### config.mk
export PLATFORM = sky130hd
export DESIGN_NAME = tick_rate_ctrl_flat
export DESIGN_NICKNAME = d
export VERILOG_FILES = /design/src/rtl/tick_rate_ctrl_pkg.sv /design/src/rtl/tick_rate_ctrl_if.sv /design/src/rtl/tick_rate_ctrl_tick_counter.sv /design/src/rtl/tick_rate_ctrl.sv /design/src/flat_wrapper.sv
export SDC_FILE = /design/constraint.sdc
export NUM_CORES = 1
export LEC_CHECK = 0
export CAP_MARGIN = 40
export CORE_MARGIN = 1.5
export CORE_UTILIZATION = 30
export DETAILED_ROUTE_END_ITERATION = 7
export GPL_TIMING_DRIVEN = 0
export HOLD_SLACK_MARGIN = 0.15
export SLEW_MARGIN = 20
export SYNTH_ARGS = -nofsm -noshare
export SYNTH_HDL_FRONTEND = slang
export SYNTH_SLANG_ARGS = --single-unit
### constraint.sdc
create_clock -name i_clk -period 2.7 [get_ports i_clk]
set_input_delay 0.54 -clock i_clk [delete_from_list [all_inputs] [get_ports i_clk]]
set_output_delay 0.54 -clock i_clk [all_outputs]
set_load 0.1 [all_outputs]
### src/rtl/tick_rate_ctrl_pkg.sv
// Shared types and default rate table for the board timebase controller.
// The default moduli target a 50 MHz system clock.
package tick_rate_pkg;

  typedef enum logic [1:0] {
    IDLE  = 2'd0,
    RUN   = 2'd1,
    PAUSE = 2'd2
  } state_t;

  typedef logic [1:0] rate_sel_t;

  localparam int unsigned CNT_W      = 28;
  localparam int unsigned K0_DEFAULT = 2_500_000;
  localparam int unsigned K1_DEFAULT = 25_000_000;
  localparam int unsigned K2_DEFAULT = 250_000_000;
  localparam int unsigned K3_DEFAULT = 12_500_000;

  // Once the controller leaves IDLE, only reset brings it back there.
  function automatic state_t next_state(input state_t cur, input logic run);
    state_t nxt;
    nxt = cur;
    case (cur)
      IDLE:    nxt = run ? RUN : IDLE;
      RUN:     nxt = run ? RUN : PAUSE;
      PAUSE:   nxt = run ? RUN : PAUSE;
      default: nxt = IDLE;
    endcase
    return nxt;
  endfunction

endpackage

### src/rtl/tick_rate_ctrl_if.sv
// Run/rate-select request bundle and timebase status outputs of tick_rate_ctrl.
interface tick_rate_ctrl_if;
  import tick_rate_pkg::*;

  logic      i_run;
  logic      i_sel_valid;
  rate_sel_t i_sel;
  logic      o_sel_ready;
  rate_sel_t o_sel_active;
  logic      o_tick;
  logic      o_clk;
  logic [1:0] o_state;

  modport master (
    output i_run, i_sel_valid, i_sel,
    input  o_sel_ready, o_sel_active, o_tick, o_clk, o_state
  );

  modport slave (
    input  i_run, i_sel_valid, i_sel,
    output o_sel_ready, o_sel_active, o_tick, o_clk, o_state
  );

endinterface

### src/rtl/tick_rate_ctrl_tick_counter.sv
// Mod-k rollover counter: counts 0..modulus-1 while enabled and flags the wrap edge.
module tick_counter #(
  parameter int unsigned N = 28
) (
  input  logic         clk,
  input  logic         rst_n,
  input  logic         en,
  input  logic         clr,
  input  logic [N-1:0] modulus,
  output logic         wrap
);

  logic [N-1:0] count;
  logic         at_top;

  // Using >= keeps the counter from running away if it is ever above the limit.
  assign at_top = (count >= (modulus - N'(1)));
  assign wrap   = en && at_top;

  always_ff @(posedge clk) begin
    if (!rst_n) begin
      count <= '0;
    end else if (clr) begin
      count <= '0;
    end else if (en) begin
      count <= wrap ? '0 : count + N'(1);
    end
  end

endmodule

### src/rtl/tick_rate_ctrl.sv
// Run/pause and rate-select controller for the board timebase; rate changes while
// running are deferred to a rollover boundary so o_clk never glitches.
module tick_rate_ctrl
  import tick_rate_pkg::*;
#(
  parameter int unsigned N  = CNT_W,
  parameter int unsigned K0 = K0_DEFAULT,
  parameter int unsigned K1 = K1_DEFAULT,
  parameter int unsigned K2 = K2_DEFAULT,
  parameter int unsigned K3 = K3_DEFAULT
) (
  input  logic             i_clk,
  input  logic             i_reset,
  tick_rate_ctrl_if.slave  bus
);

  localparam logic [1:0] ST_IDLE  = IDLE;
  localparam logic [1:0] ST_RUN   = RUN;
  localparam logic [1:0] ST_PAUSE = PAUSE;

  logic [1:0] state_q;
  logic [1:0] state_d;
  rate_sel_t  sel_active_q;
  rate_sel_t  sel_active_d;
  rate_sel_t  pending_sel_q;
  rate_sel_t  pending_sel_d;
  logic       pending_q;
  logic       pending_d;
  logic       sel_ready_q;
  logic       tick_q;
  logic       clk_q;

  logic [N-1:0] k_active;
  logic         in_run;
  logic         cnt_en;
  logic         cnt_clr;
  logic         wrap;
  logic         accept;
  logic         is_new;

  assign in_run = (state_q == ST_RUN);
  assign cnt_en = in_run && bus.i_run;
  assign accept = bus.i_sel_valid && sel_ready_q;
  assign is_new = (bus.i_sel != sel_active_q);
  assign state_d = next_state(state_t'(state_q), bus.i_run);

  always_comb begin
    k_active = N'(K0);
    case (sel_active_q)
      2'd0:    k_active = N'(K0);
      2'd1:    k_active = N'(K1);
      2'd2:    k_active = N'(K2);
      default: k_active = N'(K3);
    endcase
  end

  // While running, a new index waits for the wrap unless it lands on it; when
  // stopped it applies at once and restarts the count from zero.
  always_comb begin
    sel_active_d  = sel_active_q;
    pending_d     = pending_q;
    pending_sel_d = pending_sel_q;
    cnt_clr       = 1'b0;
    if (in_run) begin
      if (wrap && pending_q) begin
        sel_active_d = pending_sel_q;
        pending_d    = 1'b0;
      end else if (accept && is_new) begin
        if (wrap) begin
          sel_active_d = bus.i_sel;
        end else begin
          pending_d     = 1'b1;
          pending_sel_d = bus.i_sel;
        end
      end
    end else if (accept && is_new) begin
      sel_active_d = bus.i_sel;
      cnt_clr      = 1'b1;
    end
  end

  tick_counter #(
    .N (N)
  ) u_counter (
    .clk     (i_clk),
    .rst_n   (i_reset),
    .en      (cnt_en),
    .clr     (cnt_clr),
    .modulus (k_active),
    .wrap    (wrap)
  );

  always_ff @(posedge i_clk) begin
    if (!i_reset) begin
      state_q       <= ST_IDLE;
      sel_active_q  <= '0;
      pending_q     <= 1'b0;
      pending_sel_q <= '0;
      sel_ready_q   <= 1'b1;
      tick_q        <= 1'b0;
      clk_q         <= 1'b0;
    end else begin
      state_q       <= state_d;
      sel_active_q  <= sel_active_d;
      pending_q     <= pending_d;
      pending_sel_q <= pending_sel_d;
      sel_ready_q   <= !pending_d;
      tick_q        <= wrap;
      clk_q         <= clk_q ^ wrap;
    end
  end

  assign bus.o_state      = state_q;
  assign bus.o_sel_active = sel_active_q;
  assign bus.o_sel_ready  = sel_ready_q;
  assign bus.o_tick       = tick_q;
  assign bus.o_clk        = clk_q;

  logic unused_pause_code;
  assign unused_pause_code = (ST_PAUSE == 2'd2);

endmodule

### src/flat_wrapper.sv
// flat-port wrapper written by rule: the top's interface ports become plain ports
module tick_rate_ctrl_flat import tick_rate_pkg::*;
#(
  parameter int unsigned N  = CNT_W,
  parameter int unsigned K0 = K0_DEFAULT,
  parameter int unsigned K1 = K1_DEFAULT,
  parameter int unsigned K2 = K2_DEFAULT,
  parameter int unsigned K3 = K3_DEFAULT
)
  (i_clk, i_reset, bus_i_run, bus_i_sel_valid, bus_i_sel, bus_o_sel_ready, bus_o_sel_active, bus_o_tick, bus_o_clk, bus_o_state);
  tick_rate_ctrl_if bus_i ();
  input  logic i_clk;
  input  logic i_reset;
  input wire logic [$bits(bus_i.i_run)-1:0] bus_i_run;
  input wire logic [$bits(bus_i.i_sel_valid)-1:0] bus_i_sel_valid;
  input wire logic [$bits(bus_i.i_sel)-1:0] bus_i_sel;
  output wire logic [$bits(bus_i.o_sel_ready)-1:0] bus_o_sel_ready;
  output wire logic [$bits(bus_i.o_sel_active)-1:0] bus_o_sel_active;
  output wire logic [$bits(bus_i.o_tick)-1:0] bus_o_tick;
  output wire logic [$bits(bus_i.o_clk)-1:0] bus_o_clk;
  output wire logic [$bits(bus_i.o_state)-1:0] bus_o_state;
  assign bus_i.i_run = bus_i_run;
  assign bus_i.i_sel_valid = bus_i_sel_valid;
  assign bus_i.i_sel = bus_i_sel;
  assign bus_o_sel_ready = bus_i.o_sel_ready;
  assign bus_o_sel_active = bus_i.o_sel_active;
  assign bus_o_tick = bus_i.o_tick;
  assign bus_o_clk = bus_i.o_clk;
  assign bus_o_state = bus_i.o_state;
  tick_rate_ctrl #(.N(N), .K0(K0), .K1(K1), .K2(K2), .K3(K3)) u_core (.i_clk(i_clk), .i_reset(i_reset), .bus(bus_i));
endmodule
# [Word-level counts from Yosys, hierarchy flattened]
# Index checks and enable logic that the tools add are counted.
[word_totals] reg_bits=38 latchBits=0 mem_bits_rw=0 mem_bits_ro=0 in_bits=6 output_inout_bits=7 wordCells=51 n_memories=0
[classes] addsub=2 mul=0 div=0 n_lt_le_gt_ge=1 eq_ne=6 shifts=0 muxes=16 n_bitwise=4 n_reduce_logical=14
[ops] op="28-bit one-hot mux with 3 select lines" n=1
[ops] op="28-bit by 1-bit adder with 28-bit output (second input constant)" n=1
[ops] op="28-bit greater-or-equal comparator" n=1
[ops] op="28-bit two-way mux" n=1
[ops] op="28-bit by 1-bit subtractor with 28-bit output (second input constant)" n=1
[ops] op="2-bit two-way mux" n=6
[ops] op="1-bit two-way mux" n=7
[ops] op="1-bit logical AND" n=5
[ops] op="2-bit by 1-bit equality test with 1-bit output (second input constant)" n=2
[ops] op="2-bit equality test (second input constant)" n=2
[ops] op="2-bit zero test" n=2
[ops] op="2-bit one-hot mux with 2 select lines" n=1
[ops] op="4-bit AND reduction" n=1
[ops] op="2-bit nonzero test" n=2
[ops] op="2-bit OR reduction" n=2
[ops] op="3-bit != test (second input constant)" n=1
[ops] op="1-bit NOT" n=3
[ops] op="3-bit AND reduction" n=1
[ops] op="2-bit != test" n=1
[ops] op="1-bit zero test" n=1
[ops] op="1-bit bitwise XOR" n=1

# [Logic depth before layout (Yosys ltp)]
# Gate-level depths: netlist (run 1).
[depth] depth_word=10 depth_mapped=12 depth_no_buf=11

# [Cells and area by module]
# From an unflattened synthesis (run 1), not the netlist that was laid out.
[hier_totals] cells_unflattened=359 hier_area_um2=2960.3
[modules_own_cells] module="tick_counter" n_inst=1 cells_per_inst=284 area_per_inst_um2=2313.5 seq_area_each_um2=560.5
[modules_own_cells] module="tick_rate_ctrl" n_inst=1 cells_per_inst=75 area_per_inst_um2=646.9 seq_area_each_um2=200.2

# [Least setup slack after synthesis (run 1)]
# No wires, ideal clock.
[synth_timing] kind="reg2reg" startpoint="register u_core.sel_active_q[0], in the netlist u_core.bus.o_sel_active[0]" endpoint="register u_core.sel_active_q[1], in the netlist u_core.bus.o_sel_active[1]" setup_ns=0.123 t_arrival_ns=3.286 required_time_ns=2.577 slack_ns=-0.708 path_stages_with_launch=12 n_path_buf=0 period_less_slack_ns=3.408 path_cell_list="dfxtp_1 > inv_1 > ha_1 > inv_1 > ha_1 > and4_1 > a41oi_1 > a21oi_1 > o311a_1 > o211ai_1 > mux2i_1 > a21oi_1"
[synth_via] elab_chain_cells=8 elab_cells_between_ends=16 classes_between="add/sub: 1; order compare: 1; eq/ne: 4; mux: 3; reduce/logical: 7"
[synth_lines] item="start, declared" line="tick_rate_ctrl.sv:23" rtl="rate_sel_t sel_active_q;"
[synth_lines] item="start signal, assigned" line="tick_rate_ctrl.sv:104" rtl="sel_active_q <= sel_active_d;"
[synth_lines] item="2-bit equality test (tied with other cells)" line="tick_rate_ctrl.sv:49" rtl="case (sel_active_q)"
[synth_lines] item="28-bit one-hot mux with 3 select lines" line="tick_rate_ctrl.sv:49"
[synth_lines] item="28-bit by 1-bit subtractor with 28-bit output" line="tick_rate_ctrl_tick_counter.sv:17" rtl="assign at_top = (count >= (modulus - N'(1)));"
[synth_lines] item="28-bit greater-or-equal comparator" line="tick_rate_ctrl_tick_counter.sv:17"
[synth_lines] item="1-bit logical AND" line="tick_rate_ctrl_tick_counter.sv:18" rtl="assign wrap = en && at_top;"
[synth_lines] item="1-bit logical AND" line="tick_rate_ctrl.sv:65" rtl="if (wrap && pending_q) begin"
[synth_lines] item="3-bit != test (no source line) (tied with other cells)"
[synth_lines] item="3-bit AND reduction (no source line) / 2-bit two-way mux (equally long branches)"
# Several ways; a longest one is shown, not always the timed one.
# A chain may end at the register's enable or synchronous reset.

# [Worst setup path after layout (run 1)]
# Ends and elaborated chain as after synthesis.

==> results.py, run 1 <==
metrics = {
    "cts": {
        "cts_hold_buffers": 0,
        "cts_made_buffers": 5,
        "htree_num_levels": 2,
        "cts.sinks": 38,
        "clkLatencyLatePin_ns": 0.29,
        "clk_path_buf_depth": 2,
        "root_buffer": "clkbuf_8",
        "cts_tree": "done",
        "clkSlewWorstSetupHoldPaths_ns": 0.08,
    },
    "global_routing": {
        "antenna_found_initial": 0,
        "grt_pass1_wl_um": 7850,
        "grt_max_degree": 13,
        "grt.total_usage_pct": 12.4,
        "grt_pass1_vias": 1774,
        "grt_overflow": 0,
    },
    "sta": {
        "post-route-period-util_pct": 93.5,
        "setup_ws_ns": 0.176,
        "hold_ws_ns": 0.475,
        "timing_hold_violations_final": 0,
        "setup_viol": 0,
        "drv_slew": 0,
        "fin_worst_skew_ns": 0.00682,
        "fmax_ghz": 0.396,
        "rsz0062_at_grt": "false",
        "final.min_clock_period_ns": 2.52,
    },
    "floorplan": {
        "start_util_pct": 30.9,
        "core_sq_um": 7250,
        "fp.dieW_um": 89.4,
        "rows": 31,
        "ios": 13,
        "dieArea_sq_um": 8000,
        "die_h_um": 89.4,
    },
    "worst_setup_path": {
        "arrival_ns": 2.71,
        "cpPeakStageDelay_ns": 0.40,
        "crit_required_ns": 2.88,
        "worst_path_max_delay_cell": "o311a_4",
        "crit_fanout": 7,
        "crit_chain": "inv_6 > ha_1 > inv_1 > ha_1 > and4_1 > a41oi_2 > a21oi_2 > o311a_4 > o211ai_1 > mux2i_1 > a21oi_1",
        "rr_worst_depth": 11,
        "crit_type": "flop to flop",
        "startpoint_type": "flop",
        "crit_path_frequent_cell": "ha_1",
        "critPathCaptureType": "flop",
    },
    "cells_and_area": {
        "final_core_util_pct": 38.4,
        "area_delta_synth_final_pct": 24.4,
        "final_cell_mix": "nor2_1 (42), dfxtp_1 (36), ha_1 (31)",
        "fin_nets": 327,
        "drive_above_1_share_pct": 13.7,
        "antenna_cells": 0,
        "fin_cells": 390,
        "final_common_cell": "nor2_1",
    },
    "pwr": {
        "leakage_nw": 1.15,
        "irDropWorstVdd_v": 0.000265,
        "p_per_area_nw_per_um2": 437,
        "comb_power_share_pct": 21.4,
        "p_sw_share_pct": 30.0,
        "p_sw_mw": 0.366,
        "p_seq_share_pct": 47.7,
        "p_clk_share_pct": 30.8,
        "intPower_mw": 0.853,
        "total_power_mw": 1.22,
    },
    "yosys": {
        "syn_nets": 294,
        "synth_seq_area_share_pct": 33.9,
        "ys_types": 33,
        "syn-cell-area_sq_um": 2240,
        "ys_seq_elements": 38,
        "yosys_warnings": 0,
        "synth_cells": 257,
        "synth_area_per_cell_sq_um": 8.72,
    },
    "drt": {
        "vias_per_cell": 4.61,
        "wl_per_cell_um": 11.6,
        "drc": 0,
        "drtIter0Drc": 30,
        "antenna_left": 0,
        "vias": 1798,
        "wirelength_um": 4510,
        "dr.pass1.iters": 4,
    },
    "place": {
        "gp_congestion": 0.769,
        "port_buffers": 11,
        "place_ws_ns": -0.0952,
        "dp_hpwl_um": 3400,
        "dp.cells": 374,
    },
    "status": {
        "status": "finished, final reports clean",
    },
    "run": {
        "maxCapViolCount": 0,
    },
    "hold_path": {
        "hp-class": "flop to flop",
        "holdPathStages": 2,
    },
}
## cell type report
type / instances / area, sq um
flip-flops and latches: 38 / 768
inverters: 13 / 53.8
clock buffers: 5 / 68.8
fillers: 743 / 4470
multi-input cells: 201 / 1450
well taps: 99 / 124
clock inverters: 3 / 16.3
repair buffers: 26 / 275
plain buffers: 5 / 36.3
## per-layer routing
layer	part of all wire [%]	track usage, %
met5	0	0
met4	1.7	4.48
met3	3.0	2.59
met2	48	21.8
met1	47	15.0
## cells by family (layout without fill, tap and decap cells)
logic type / Yosys count / in the layout / share of synthesized area, %
compound gates: 26 / 26 / 7.87
buf+inv: 18 / 52 / 3.80
simple gates: 108 / 108 / 22.9
fa+ha+maj: 31 / 31 / 17.3
other cells: 1 / 1 / 0.167
flops: 38 / 38 / 33.9
mux: 5 / 5 / 2.23
xor+xnor: 30 / 30 / 11.7
## flip-flops by register name, summed over array words and instances, names as in the netlist, named ones only
register / cells
u_core.bus.o_clk: 1
u_core.bus.o_sel_active: 2
u_core.bus.o_sel_ready: 1
u_core.bus.o_state: 2
u_core.bus.o_tick: 1
u_core.pending_sel_q: 2
u_core.u_counter.count: 28
## synth_stat cells (all sizes together)
| library cell | n | share of area (%) |
|---|---|---|
| nor2 | 43 | 7.2 |
| dfxtp | 38 | 34 |
| ha | 31 | 17 |
| nand2 | 26 | 4.4 |
| xor2 | 19 | 7.4 |
| inv | 13 | 2.2 |
| nand3 | 12 | 3.2 |
| a21oi | 11 | 2.5 |
| xnor2 | 11 | 4.3 |
| nand4 | 9 | 2.5 |
| and3 | 6 | 1.7 |
| and4 | 5 | 2.0 |
| mux2i | 5 | 2.2 |
| o21ai | 5 | 1.6 |
| buf | 4 | 1.5 |
| and2 | 3 | 0.84 |
| a21o | 2 | 0.67 |
| nor3b | 2 | 0.67 |
| a211oi | 1 | 0.34 |
| a21boi | 1 | 0.34 |
| a22oi | 1 | 0.34 |
| a41oi | 1 | 0.39 |
| clkbuf | 1 | 0.17 |
| conb | 1 | 0.17 |
| nor3 | 1 | 0.22 |
| nor4 | 1 | 0.28 |
| o211a | 1 | 0.45 |
| o211ai | 1 | 0.34 |
| o221a | 1 | 0.50 |
| o311a | 1 | 0.45 |
## through the flow
| step | setup TNS, ns | cell area, sq um |
|---|---|---|
| 2_1_floorplan | 0 | 2250 |
| 3_3_place_gp | -0.185 | 2480 |
| 3_5_place_dp | -1.53 | 2590 |
| 4_1_cts | 0 | 2700 |
| 5_1_grt | 0 | 2790 |
| 6_report | 0 | 2790 |
## path summary, 6_finish.rpt
path / from / to / slack (ns)
setup / recovery: u_core.bus.o_sel_active[0] / u_core.bus.o_sel_active[1] / 0.18
hold / removal: u_core.pending_sel_q[0] / u_core.pending_sel_q[0] / 0.47
setup reg to reg: u_core.bus.o_sel_active[0] / u_core.bus.o_sel_active[1] / 0.18
hold reg to reg: u_core.pending_sel_q[0] / u_core.pending_sel_q[0] / 0.47
## power groups by stage
stage	clock network (mW)	logic, mW	registers, mW
4_1_cts	0.395	0.237	0.584
6_report	0.376	0.261	0.582
5_1_grt	0.418	0.288	0.583
3_5_place_dp	0	0.234	0.597
2_1_floorplan	0	0.117	0.639
3_3_place_gp	0	0.209	0.596
## critical path, delay by kind of cell (launching register included)
family / cells / cell delay [ns]
compound gates: 5 / 1.06
fa+ha+maj: 2 / 0.43
buf+inv: 2 / 0.14
flops: 1 / 0.39
mux: 1 / 0.23
simple gates: 1 / 0.19
## repair_timing
action,4_1_cts,5_1_grt
setup buffers,2,6
pin swaps,2,7
gates resized for setup,2,9
setup endpoints to repair,24,33
No activity file was read; power rests on OpenSTA's default activity.
==> run 2: changes to the inputs <==
- CORE_MARGIN: 1.5 -> 2
- SLEW_MARGIN: 20 -> unset
==> run 2 against run 1 <==
Effect of this change: final area up 4.3%; critical path depth unchanged; total power grew 11%; count of clock-buffer cells in the layout is 2 higher; sequential power is essentially flat; die area increased by 2.2%; critical path type unchanged; highest routed layer unchanged.
==> results.py, run 2 (same netlist as run 1, synthesis figures left out) <==
metrics = {
    "global_routing": {
        "antenna_found_initial": 0,
        "grt_pass1_vias": 1760,
        "grt_overflow": 0,
        "grt_max_degree": 12,
        "grt_pass1_wl_um": 7810,
        "grt.total_usage_pct": 11.4,
    },
    "floorplan": {
        "rows": 31,
        "dieArea_sq_um": 8180,
        "start_util_pct": 30.9,
        "die_h_um": 90.4,
        "fp.dieW_um": 90.4,
        "core_sq_um": 7250,
        "ios": 13,
    },
    "sta": {
        "timing_hold_violations_final": 0,
        "post-route-period-util_pct": 97.3,
        "final.min_clock_period_ns": 2.63,
        "drv_slew": 0,
        "fin_worst_skew_ns": 0.00677,
        "setup_viol": 0,
        "hold_ws_ns": 0.465,
        "fmax_ghz": 0.381,
        "tns_ns": 0,
    },
    "drt": {
        "vias_per_cell": 4.74,
        "dr.pass1.iters": 4,
        "drc": 0,
        "route.met2.wl_um": 2270,
        "drt-met1-wl_um": 2250,
        "antenna_left": 0,
        "wl_per_cell_um": 11.8,
        "wirelength_um": 4690,
        "vias": 1879,
        "drtIter0Drc": 47,
        "top_layer": "met4",
        "wl_met3_um": 116,
    },
    "place": {
        "dp.cells": 374,
        "dp_hpwl_um": 3390,
        "gp_congestion": 0.774,
        "port_buffers": 11,
    },
    "pwr": {
        "leakage_nw": 1.19,
        "total_power_mw": 1.36,
        "p_per_area_nw_per_um2": 466,
        "irDropWorstVdd_v": 0.000288,
    },
    "worst_setup_path": {
        "critPathCaptureType": "flop",
        "arrival_ns": 2.86,
        "crit_fanout": 6,
        "startpoint_type": "flop",
        "crit_type": "flop to flop",
        "crit_required_ns": 2.93,
    },
    "cells_and_area": {
        "final_core_util_pct": 40.1,
        "final_cell_mix": "nor2_1 (40), dfxtp_1 (36), ha_1 (28)",
        "fin_cells": 396,
        "fin_nets": 333,
        "final_common_cell": "nor2_1",
        "drive_above_1_share_pct": 17.8,
        "area_delta_synth_final_pct": 29.7,
        "largest_reg_flops": 28,
        "antenna_cells": 0,
        "top_register": "u_core.u_counter.count",
    },
    "cts": {
        "clkLatencyLatePin_ns": 0.29,
        "clk_path_buf_depth": 2,
        "cts_hold_buffers": 0,
        "cts.sinks": 38,
        "cts_made_buffers": 5,
        "root_buffer": "clkbuf_8",
        "clkSlewWorstSetupHoldPaths_ns": 0.08,
        "htree_num_levels": 2,
        "cts_tree": "done",
    },
    "hold_path": {
        "hp-class": "flop to flop",
    },
    "status": {
        "status": "finished, final reports clean",
    },
    "run": {
        "maxCapViolCount": 0,
    },
}
## run 2: repair_timing
action | CTS | global route
gates resized for setup | 1 | 21
cloned | 0 | 3
pin swaps | 1 | 10
setup endpoints to repair | 24 | 31
buffers inserted | 1 | 10
## run 2: critical path, stage by stage, from the launching register on
cell and delay [ns]:
dfxtp_4 0.40, inv_6 0.05, ha_2 0.31, inv_1 0.07
ha_1 0.28, a41oi_2 0.20, a21oi_2 0.08, o311a_4 0.40
o21ai_4 0.26, nand3_4 0.19, buf_4 0.21, nor2_1 0.09
## run 2: path summary, 6_finish.rpt
kind                              startpoint                         to  slack, ns  cells after the start
setup / recovery  u_core.bus.o_sel_active[0]  u_core.u_counter.count[1]       0.07                     11
hold / removal       u_core.pending_sel_q[1]    u_core.pending_sel_q[1]       0.46                      2
setup reg to reg  u_core.bus.o_sel_active[0]  u_core.u_counter.count[1]       0.07                     11
hold reg to reg      u_core.pending_sel_q[1]    u_core.pending_sel_q[1]       0.46                      2
## run 2: per-stage QoR
stage | setup WS, ns | instance area, sq um
CTS | 0.0214 | 2710
global route | -0.00622 | 2910
detailed placement | -0.0538 | 2590
finish | 0.0724 | 2910
floorplan | 0.0270 | 2250
global placement | -0.00431 | 2480
## run 2: metal layers
metal	up-vias	global-route usage, %
li1	960	-
met1	890	13.4
met2	23	20.6
met3	6	2.42
met4	0	3.85
met5	-	0
## run 2: report_power, final
group / internal (mW) / total [mW] / switching [mW]
Combinational: 0.129 / 0.295 / 0.167
Sequential: 0.570 / 0.582 / 0.0118
Clock: 0.277 / 0.478 / 0.201
## run 2: area by class of cell
type	instances	area, sq um
clock buffers	7	76.3
flip-flops and latches	38	768
multi-input cells	202	1480
inverters	13	53.8
repair buffers	31	334
well taps	99	124
clock inverters	1	30.0
plain buffers	5	40.0
fillers	720	4350
